**src/rtl/register_bank.sv**
```systemverilog
// register_bank: NUM_REGS x DATA_WIDTH register file, one write port,
// two registered read ports with write-first bypass and a bulk-zero sweep.
module register_bank #(
  parameter int unsigned           DATA_WIDTH = 32,
  parameter int unsigned           ADDR_WIDTH = 4,
  parameter int unsigned           NUM_REGS   = 16,
  parameter bit                    R0_ZERO    = 1'b1,
  parameter logic [DATA_WIDTH-1:0] INIT       = '0
) (
  input  logic                  clock,
  input  logic                  clear,
  input  logic                  wr_en,
  input  logic [ADDR_WIDTH-1:0] wr_addr,
  input  logic [DATA_WIDTH-1:0] wr_data,
  input  logic [ADDR_WIDTH-1:0] rd_addr_a,
  output logic [DATA_WIDTH-1:0] rd_data_a,
  input  logic [ADDR_WIDTH-1:0] rd_addr_b,
  output logic [DATA_WIDTH-1:0] rd_data_b,
  input  logic                  zero_start,
  output logic                  busy
);

  typedef enum logic {
    IDLE  = 1'b0,
    SWEEP = 1'b1
  } state_e;

  localparam logic [ADDR_WIDTH-1:0] LAST =
    ADDR_WIDTH'(NUM_REGS - 1);

  state_e                  state_q;
  logic [ADDR_WIDTH-1:0]   ptr_q;
  logic                    busy_q;
  logic [DATA_WIDTH-1:0]   regs_q [NUM_REGS];
  logic [DATA_WIDTH-1:0]   rd_a_q, rd_a_d;
  logic [DATA_WIDTH-1:0]   rd_b_q, rd_b_d;
  logic                    sweep;
  logic                    wr_ok;

  function automatic logic addr_ok(
    input logic [ADDR_WIDTH-1:0] a
  );
    addr_ok = (32'(a) < NUM_REGS) &&
              !(R0_ZERO && (a == '0));
  endfunction

  function automatic logic [DATA_WIDTH-1:0] rd_mux(
    input logic [ADDR_WIDTH-1:0] a
  );
    rd_mux = '0;
    for (int i = 0; i < int'(NUM_REGS); i++) begin
      if (a == ADDR_WIDTH'(i)) rd_mux = regs_q[i];
    end
  endfunction

  function automatic logic [DATA_WIDTH-1:0] rd_next(
    input logic [ADDR_WIDTH-1:0] a
  );
    if (wr_ok && (wr_addr == a))
      rd_next = wr_data;
    else if (sweep && (ptr_q == a))
      rd_next = '0;
    else if (addr_ok(a))
      rd_next = rd_mux(a);
    else
      rd_next = '0;
  endfunction

  assign sweep = (state_q == SWEEP);

  // Writes are only honoured while idle; the sweep owns the array.
  assign wr_ok = !sweep && wr_en && addr_ok(wr_addr);

  always_comb begin
    rd_a_d = rd_next(rd_addr_a);
    rd_b_d = rd_next(rd_addr_b);
  end

  always_ff @(posedge clock or negedge clear) begin
    if (!clear) begin
      state_q <= IDLE;
      ptr_q   <= '0;
      busy_q  <= 1'b0;
    end else begin
      case (state_q)
        IDLE: begin
          if (zero_start) begin
            state_q <= SWEEP;
            ptr_q   <= '0;
            busy_q  <= 1'b1;
          end
        end
        SWEEP: begin
          if (ptr_q == LAST) begin
            state_q <= IDLE;
            ptr_q   <= '0;
            busy_q  <= 1'b0;
          end else begin
            ptr_q <= ptr_q + 1'b1;
          end
        end
        default: begin
          state_q <= IDLE;
          ptr_q   <= '0;
          busy_q  <= 1'b0;
        end
      endcase
    end
  end

  always_ff @(posedge clock or negedge clear) begin
    if (!clear) begin
      for (int i = 0; i < int'(NUM_REGS); i++)
        regs_q[i] <= INIT;
    end else begin
      for (int i = 0; i < int'(NUM_REGS); i++) begin
        if (sweep && (ptr_q == ADDR_WIDTH'(i)))
          regs_q[i] <= '0;
        else if (wr_ok && (wr_addr == ADDR_WIDTH'(i)))
          regs_q[i] <= wr_data;
      end
    end
  end

  always_ff @(posedge clock or negedge clear) begin
    if (!clear) begin
      rd_a_q <= '0;
      rd_b_q <= '0;
    end else begin
      rd_a_q <= rd_a_d;
      rd_b_q <= rd_b_d;
    end
  end

  assign rd_data_a = rd_a_q;
  assign rd_data_b = rd_b_q;
  assign busy      = busy_q;

endmodule

```
**config.mk**
```make
export PLATFORM = sky130hd
export DESIGN_NAME = register_bank
export DESIGN_NICKNAME = d
export VERILOG_FILES = /design/src/rtl/register_bank.sv
export SDC_FILE = /design/constraint.sdc
export NUM_CORES = 1
export LEC_CHECK = 0
export CAP_MARGIN = 40
export CORE_UTILIZATION = 30
export CTS_CLUSTER_SIZE = 28
export DETAILED_ROUTE_END_ITERATION = 8
export PLACE_DENSITY = 0.5
export SLEW_MARGIN = 10
export SYNTH_ARGS = -nofsm -noshare
export SYNTH_HDL_FRONTEND = slang
export SYNTH_SLANG_ARGS = --single-unit
```
**constraint.sdc**
```tcl
create_clock -name clock -period 2.3 [get_ports clock]
set_input_delay 0.575 -clock clock [delete_from_list [all_inputs] [get_ports clock]]
set_output_delay 0.575 -clock clock [all_outputs]
set_load 0.02 [all_outputs]
```
==> reports/metrics.cfg, run 1 <==
[setup_path]
worstPathRequired_ns = 1.73
slowest_cell_delay_on_critical_path_ns = 0.64
worst_setup_path_end_kind = output port
timing.critical_path.cells = clkdlybuf4s50_1
worstSetupPathType = register to output port
cp.buffers_inverters = 1
path_depth = 1
worstRegToRegCells = 7
crit_arrival_ns = 1.70
worst-path-max-fanout = 1
critical_path.top_delay_family = buffers and inverters
critical-path-slowest-cell = clkdlybuf4s50_1
worst_setup_path_start_kind = register

[route]
detail_route.drc_violations = 0
1st_iter_drt_viols = 4623
route.antenna.remaining_nets = 0
post_drt_via_cell_ratio = 6.593
detailroute.via_count = 28916
dr.pass1.iters = 8
routedWlPerCell_um = 35.81
routed_wirelength_um = 157100

[logic_synthesis]
ys_dominant_reg_cell = dfrtp_1
post_synth_and_or_nand_nor_area_fraction_pct = 7.105
synth.distinct_cells = 71
number_of_enable_flip_flop_cells_after_synthesis = 0
synth_fa_ha_area_share_pct = 0.1744
synth_top_family_by_area = compound AO/OA/AOI/OAI gates
post-synth-top-count-cell = dfrtp_1
area_share_of_the_largest_cell_type_after_synthesis_pct = 47.95
mappedNetlistArea_sq_um = 28700
synth.yosys.seq_area_share_pct = 47.95
yosys_register_bits = 550
postSynthNetCount = 2772
muxShareOfSynthArea_pct = 6.051
postSynthCellCount = 2720
synth-compound-area-share_pct = 32.83
post_synth_main_area_contributors = dfrtp_1, a22o_1, clkbuf_1
synth_xor_xnor_area_share_pct = 0.5187
syn_avg_cell_area_sq_um = 10.55
synth_async_sr_flop_share_pct = 100.0
ys_warnings = 0
synthDominantAreaCellType = dfrtp_1
synth.cells.most_frequent = dfrtp_1, a22o_1, clkbuf_1

[floorplan]
die_h_um = 311.3
die_area_sq_um = 96920
placementRows = 113
core_region_area_sq_um = 94870
io_pins = 113
initial_core_util_pct = 30.25
die_width_um = 311.3

[pwr]
pwr-share-seq_pct = 39.1
power.switching_fraction_pct = 34.72
power_report.internal_total_w = 0.02157
pwr-share-comb_pct = 27.2
power.density_cell_area_nw_per_um2 = 872.6
ir_drop_mv = 0.3898
power.switching_w = 0.01147
share_clk_of_total_power_pct = 33.7
pleak_nw = 16.88

[grt]
grt_overflow = 0
grt_max_degree = 68
antenna_violations_before_repair = 6
track_usage_pct = 31.67
grt_first_pass_wirelength_um = 221200
vias_in_the_first_global_route = 28558

[cells_and_area]
layout.cell_area.non_filler_sq_um = 37860
post_layout_nonfiller_instances = 4386
seqCellArea_sq_um = 13760
multi_input_area_sq_um = 13840
fillers = 9074
flow.area_growth_from_synthesis_pct = 31.91
layout.nets = 3119
final_layout_size_suffix_gt1_share_pct = 25.12

[sta]
slew-limit-headroom_pct = 37.51
fin_skew_ns = 0.02229
timing_worst_slew_pin_value_ns = 0.9344
finalHoldViolations = 0
shortest_clock_period_the_worst_path_allows_after_layout_ns = 2.272
final_max_slew_viol_count = 0
period_share_pct = 98.79
rsz_0062_raised_after_global_routing = no
maxClockFrequency_mhz = 440.1
report.final.setup_viol = 0
fin_tns_setup_ns = 0

[clocking]
total_number_of_clock_tree_sinks = 550
numCtsBuffers = 66
cts.path.max_buffers = 3
cts_tree = yes
postCtsSetupRepairBufs = 0
clk_transition_reported_paths_ns = 0.06
clk-insertion-delay-late_ns = 0.64
cts-htree-levels = 3
ctsRootBufferMaster = clkbuf_16

[placed_design]
dpl.hpwl_um = 106300
port_buffers = 112
placed_cells_incl_taps = 4263
dpl-instance-area_sq_um = 35590
place.gp.congestion = 0.9901

[worst_hold_path]
hold_path.class = primary input to asynchronous set/reset pin

[flow_run]
max_cap_viols = 0

[run_status]
run_status = completed

==> timing repair <==
action	4_1_cts	5_1_grt
gates resized for setup	14	4
endpoints found under the setup margin	16	27
hold endpoints to repair	22	0
hold buffers	1	0
==> cell type report <==
class,instances,area share [%]
diodes,4,0.02644
clock buffers,98,5.241
clock inverters,20,0.7039
inverters,13,0.1289
multi-input cells,1816,36.55
flip-flops and latches,550,36.35
well taps,1265,4.180
repair buffers,620,16.82
==> worst paths after layout <==
kind                                 end           from  slack [ns]
min                          regs_q[160]          clear        0.42
max                        rd_data_a[17]  rd_data_a[17]        0.03
max in group asynchronous    regs_q[237]          clear        0.98
min reg2reg                  regs_q[298]    regs_q[298]        0.50
min in group clock           regs_q[298]    regs_q[298]        0.50
max reg2reg                   regs_q[98]        state_q        0.05
==> power groups by stage <==
stage	sequential, W	clock [W]	combinational, W
2_1_floorplan	0.0126	0	0.00408
3_3_place_gp	0.0130	0	0.00872
3_5_place_dp	0.0129	0	0.00881
4_1_cts	0.0128	0.0112	0.00882
5_1_grt	0.0130	0.0116	0.00932
6_report	0.0129	0.0111	0.00899
==> metal layers <==
metal,vias up,wire [um],track usage (%),part of all wire [%]
li1,11302,-,-,-
met1,14621,61180,41.19,39
met2,2372,68310,47.29,43
met3,617,17350,8.678,11
met4,4,10160,17.90,6.5
met5,-,77,0.4447,0.049
==> per-stage QoR <==
step           total power, W  hold WS (ns)  worst slack [ns]  utilization, %
2_1_floorplan         0.01664        0.2794           0.09132               -
3_3_place_gp          0.02168        0.4763           -0.7482           37.52
3_5_place_dp          0.02176        0.4771           -0.7048           37.52
4_1_cts               0.03289        0.4266          0.001797           39.89
5_1_grt               0.03393        0.4392          0.001245           39.90
6_report              0.03304        0.4243           0.02781           39.91
==> logic make-up after synthesis <==
logic type,Yosys count
AOI/OAI and AO/OA,1198
xor gates and xnor gates,17
adders and majority gates,4
buffers and inverters,354
DFF,550
muxes,143
and+or+nand+nor,454
==> cell usage in the layout (no fill, tap or decap), types with 20 or more instances in the layout <==
cell type / netlist / layout
dfrtp_1: 550 / 550
a22oi_1: 65 / 65
o22ai_1: 84 / 84
nand3_1: 28 / 27
buf_4: 27 / 394
nand2_1: 125 / 125
a2111oi_0: 21 / 21
clkdlybuf4s50_1: 0 / 88
mux2i_1: 61 / 61
nand2b_1: 23 / 22
a221o_1: 23 / 23
o21ai_0: 133 / 133
a221oi_1: 55 / 55
buf_12: 0 / 116
clkbuf_16: 0 / 68
o41ai_2: 20 / 20
mux2_2: 64 / 64
nor2_1: 174 / 156
a22o_1: 492 / 492
nor3_1: 38 / 37
nor2b_1: 29 / 20
a21oi_1: 107 / 104
==> flip-flops by register name, indices dropped and copies added (netlist names) <==
signal     cells
state_q        1
busy           1
rd_data_b     32
ptr_q          4
rd_data_a     32
regs_q       480
Power figures use the tool's default switching activity.
==> run 2: changes to the inputs <==
- MAX_ROUTING_LAYER: unset -> met4
==> run 2 against run 1 <==
Compared with the run above: the flow now finishes with violations (negative setup slack); routed wire length decreased by 1.5%; largest power group unchanged; via count decreased by 1.3%; sequential power about the same; highest routed layer is now met4.
==> reports/metrics.cfg, run 2 (synthesis gave the netlist of run 1 again) <==
[run_status]
run_status = finished with violations
failed_checks = negative setup slack

[setup_path]
worstSetupPathType = primary input to register
slowest_cell_delay_on_critical_path_ns = 0.35
worstRegToRegCells = 5
worst-path-max-fanout = 22
worstPathRequired_ns = 2.82
crit-reg2reg-launch = ptr_q[0]
crit_arrival_ns = 2.84
timing.critical_path.cells = buf_6, buf_4, nand2b_1, buf_6, buf_4, o22a_1, a221oi_1, o21ai_0, a32o_1
worst_setup_path_start_kind = primary input
setup.reg_to_reg.worst_slack_ns = 0.16
worst_setup_path_end_kind = register
worstReg2RegEnd = regs_q[11]
critical-path-slowest-cell = nand2b_1

[pwr]
power.density_cell_area_nw_per_um2 = 886.8
pleak_nw = 16.95
fin_total_pwr_w = 0.03360
ir_drop_mv = 0.4460

[route]
post_drt_via_cell_ratio = 6.498
routed_wirelength_um = 154700
detail_route.drc_violations = 0
route.antenna.remaining_nets = 0
dr.pass1.iters = 7
routedWlPerCell_um = 35.22
1st_iter_drt_viols = 3811
detailroute.via_count = 28539

[cells_and_area]
seqCellArea_sq_um = 13760
max_reg_flops = 480
register_with_the_highest_flop_count = regs_q
final_cell_mix = dfrtp_1, a22o_1, buf_4
layout.nets = 3127
fillers = 9092
layout.cells.most_common = dfrtp_1
final_layout_size_suffix_gt1_share_pct = 25.25
flow.area_growth_from_synthesis_pct = 32.02
final_core_util_pct = 39.94
multi_input_area_sq_um = 13830

[floorplan]
initial_core_util_pct = 30.25
die_h_um = 311.3
io_pins = 113
die_width_um = 311.3
placementRows = 113
core_region_area_sq_um = 94870
die_area_sq_um = 96920

[sta]
fin_skew_ns = 0.02407
finalHoldViolations = 0
slew-limit-headroom_pct = 44.35
fin_tns_setup_ns = -0.02150
worst_hold_slack_ns = 0.4088
final_max_slew_viol_count = 0
timing_worst_slew_pin_value_ns = 0.8316
rsz_0062_raised_after_global_routing = no
report.final.setup_viol = 1
post-route-worst-setup-slack_ns = -0.02150
period_share_pct = 100.9
shortest_clock_period_the_worst_path_allows_after_layout_ns = 2.321
maxClockFrequency_mhz = 430.8

[grt]
track_usage_pct = 32.16
grt_overflow = 0
antenna_violations_before_repair = 4
grt_first_pass_wirelength_um = 218700
vias_in_the_first_global_route = 28322
grt_max_degree = 89

[clocking]
cts.path.max_buffers = 3
numCtsBuffers = 67
total_number_of_clock_tree_sinks = 550
ctsRootBufferMaster = clkbuf_16
cts-htree-levels = 3
cts_tree = yes
clk-insertion-delay-late_ns = 0.66
clk_transition_reported_paths_ns = 0.06

[flow_run]
max_cap_viols = 0

[worst_hold_path]
hold_path.class = primary input to asynchronous set/reset pin

[placed_design]
place.gp.congestion = 0.9748
dpl.hpwl_um = 105100
port_buffers = 112

==> run 2: area by class of cell <==
type,count,area share [%]
clock inverter,27,1.298
tap,1265,4.177
inverter,13,0.1288
clock buffer,92,4.989
antenna,2,0.01321
timing repair buffer,627,16.58
sequential,550,36.32
multi-input combinational,1816,36.49
==> run 2: report_power, final <==
part / leakage, nW / internal (W) / total (W) / switching, W
registers: 7.58 / 0.0112 / 0.0129 / 0.00167
logic: 8.21 / 0.00378 / 0.00895 / 0.00516
clock network: 1.17 / 0.00705 / 0.0117 / 0.00469
total: 17.0 / 0.0221 / 0.0336 / 0.0115
==> run 2: what timing repair did <==
| action | 4_1_cts | 5_1_grt |
|---|---|---|
| hold buffers | 1 | 0 |
| endpoints found under the hold margin | 17 | 0 |
| setup endpoints to repair | 11 | 7 |
| buffers inserted | 0 | 4 |
| resized for setup | 11 | 4 |
| cloned | 0 | 0 |
==> run 2: critical path, delay by kind of cell <==
family                 cells  cell delay, ns
AO/OA/AOI/OAI              4            0.89
AND/OR/NAND/NOR            1            0.35
buffers and inverters      4            0.98
==> run 2: worst max path at each step <==
stage,startpoint,end
4_1_cts,rd_data_b[7],rd_data_b[7]
5_1_grt,rd_data_a[4],rd_data_a[4]
2_1_floorplan,rd_addr_b[1],rd_data_b[27]
3_5_place_dp,rd_addr_b[1],rd_data_b[2]
6_report,rd_addr_b[1],rd_data_b[11]
3_3_place_gp,rd_addr_b[1],rd_data_b[21]
==> run 2: through the flow <==
| stage | cells | cell area (sq um) | worst slack, ns |
|---|---|---|---|
| detailed placement | 4266 | 35460 | -0.6264 |
| global placement | 4265 | 35450 | -0.8140 |
| finish | 4392 | 37890 | -0.02150 |
| CTS | 4386 | 37840 | 0.003068 |
| floorplan | 2720 | 28700 | 0.09132 |
| global route | 4392 | 37890 | 0.0008461 |
==> run 2: layer usage <==
metal	GRT usage, %	vias to the layer above	part of all wire, %
met5	-	-	0
li1	-	11320	-
met4	15.35	0	5.6
met3	7.108	520	10
met2	47.88	2117	44
met1	41.37	14582	40
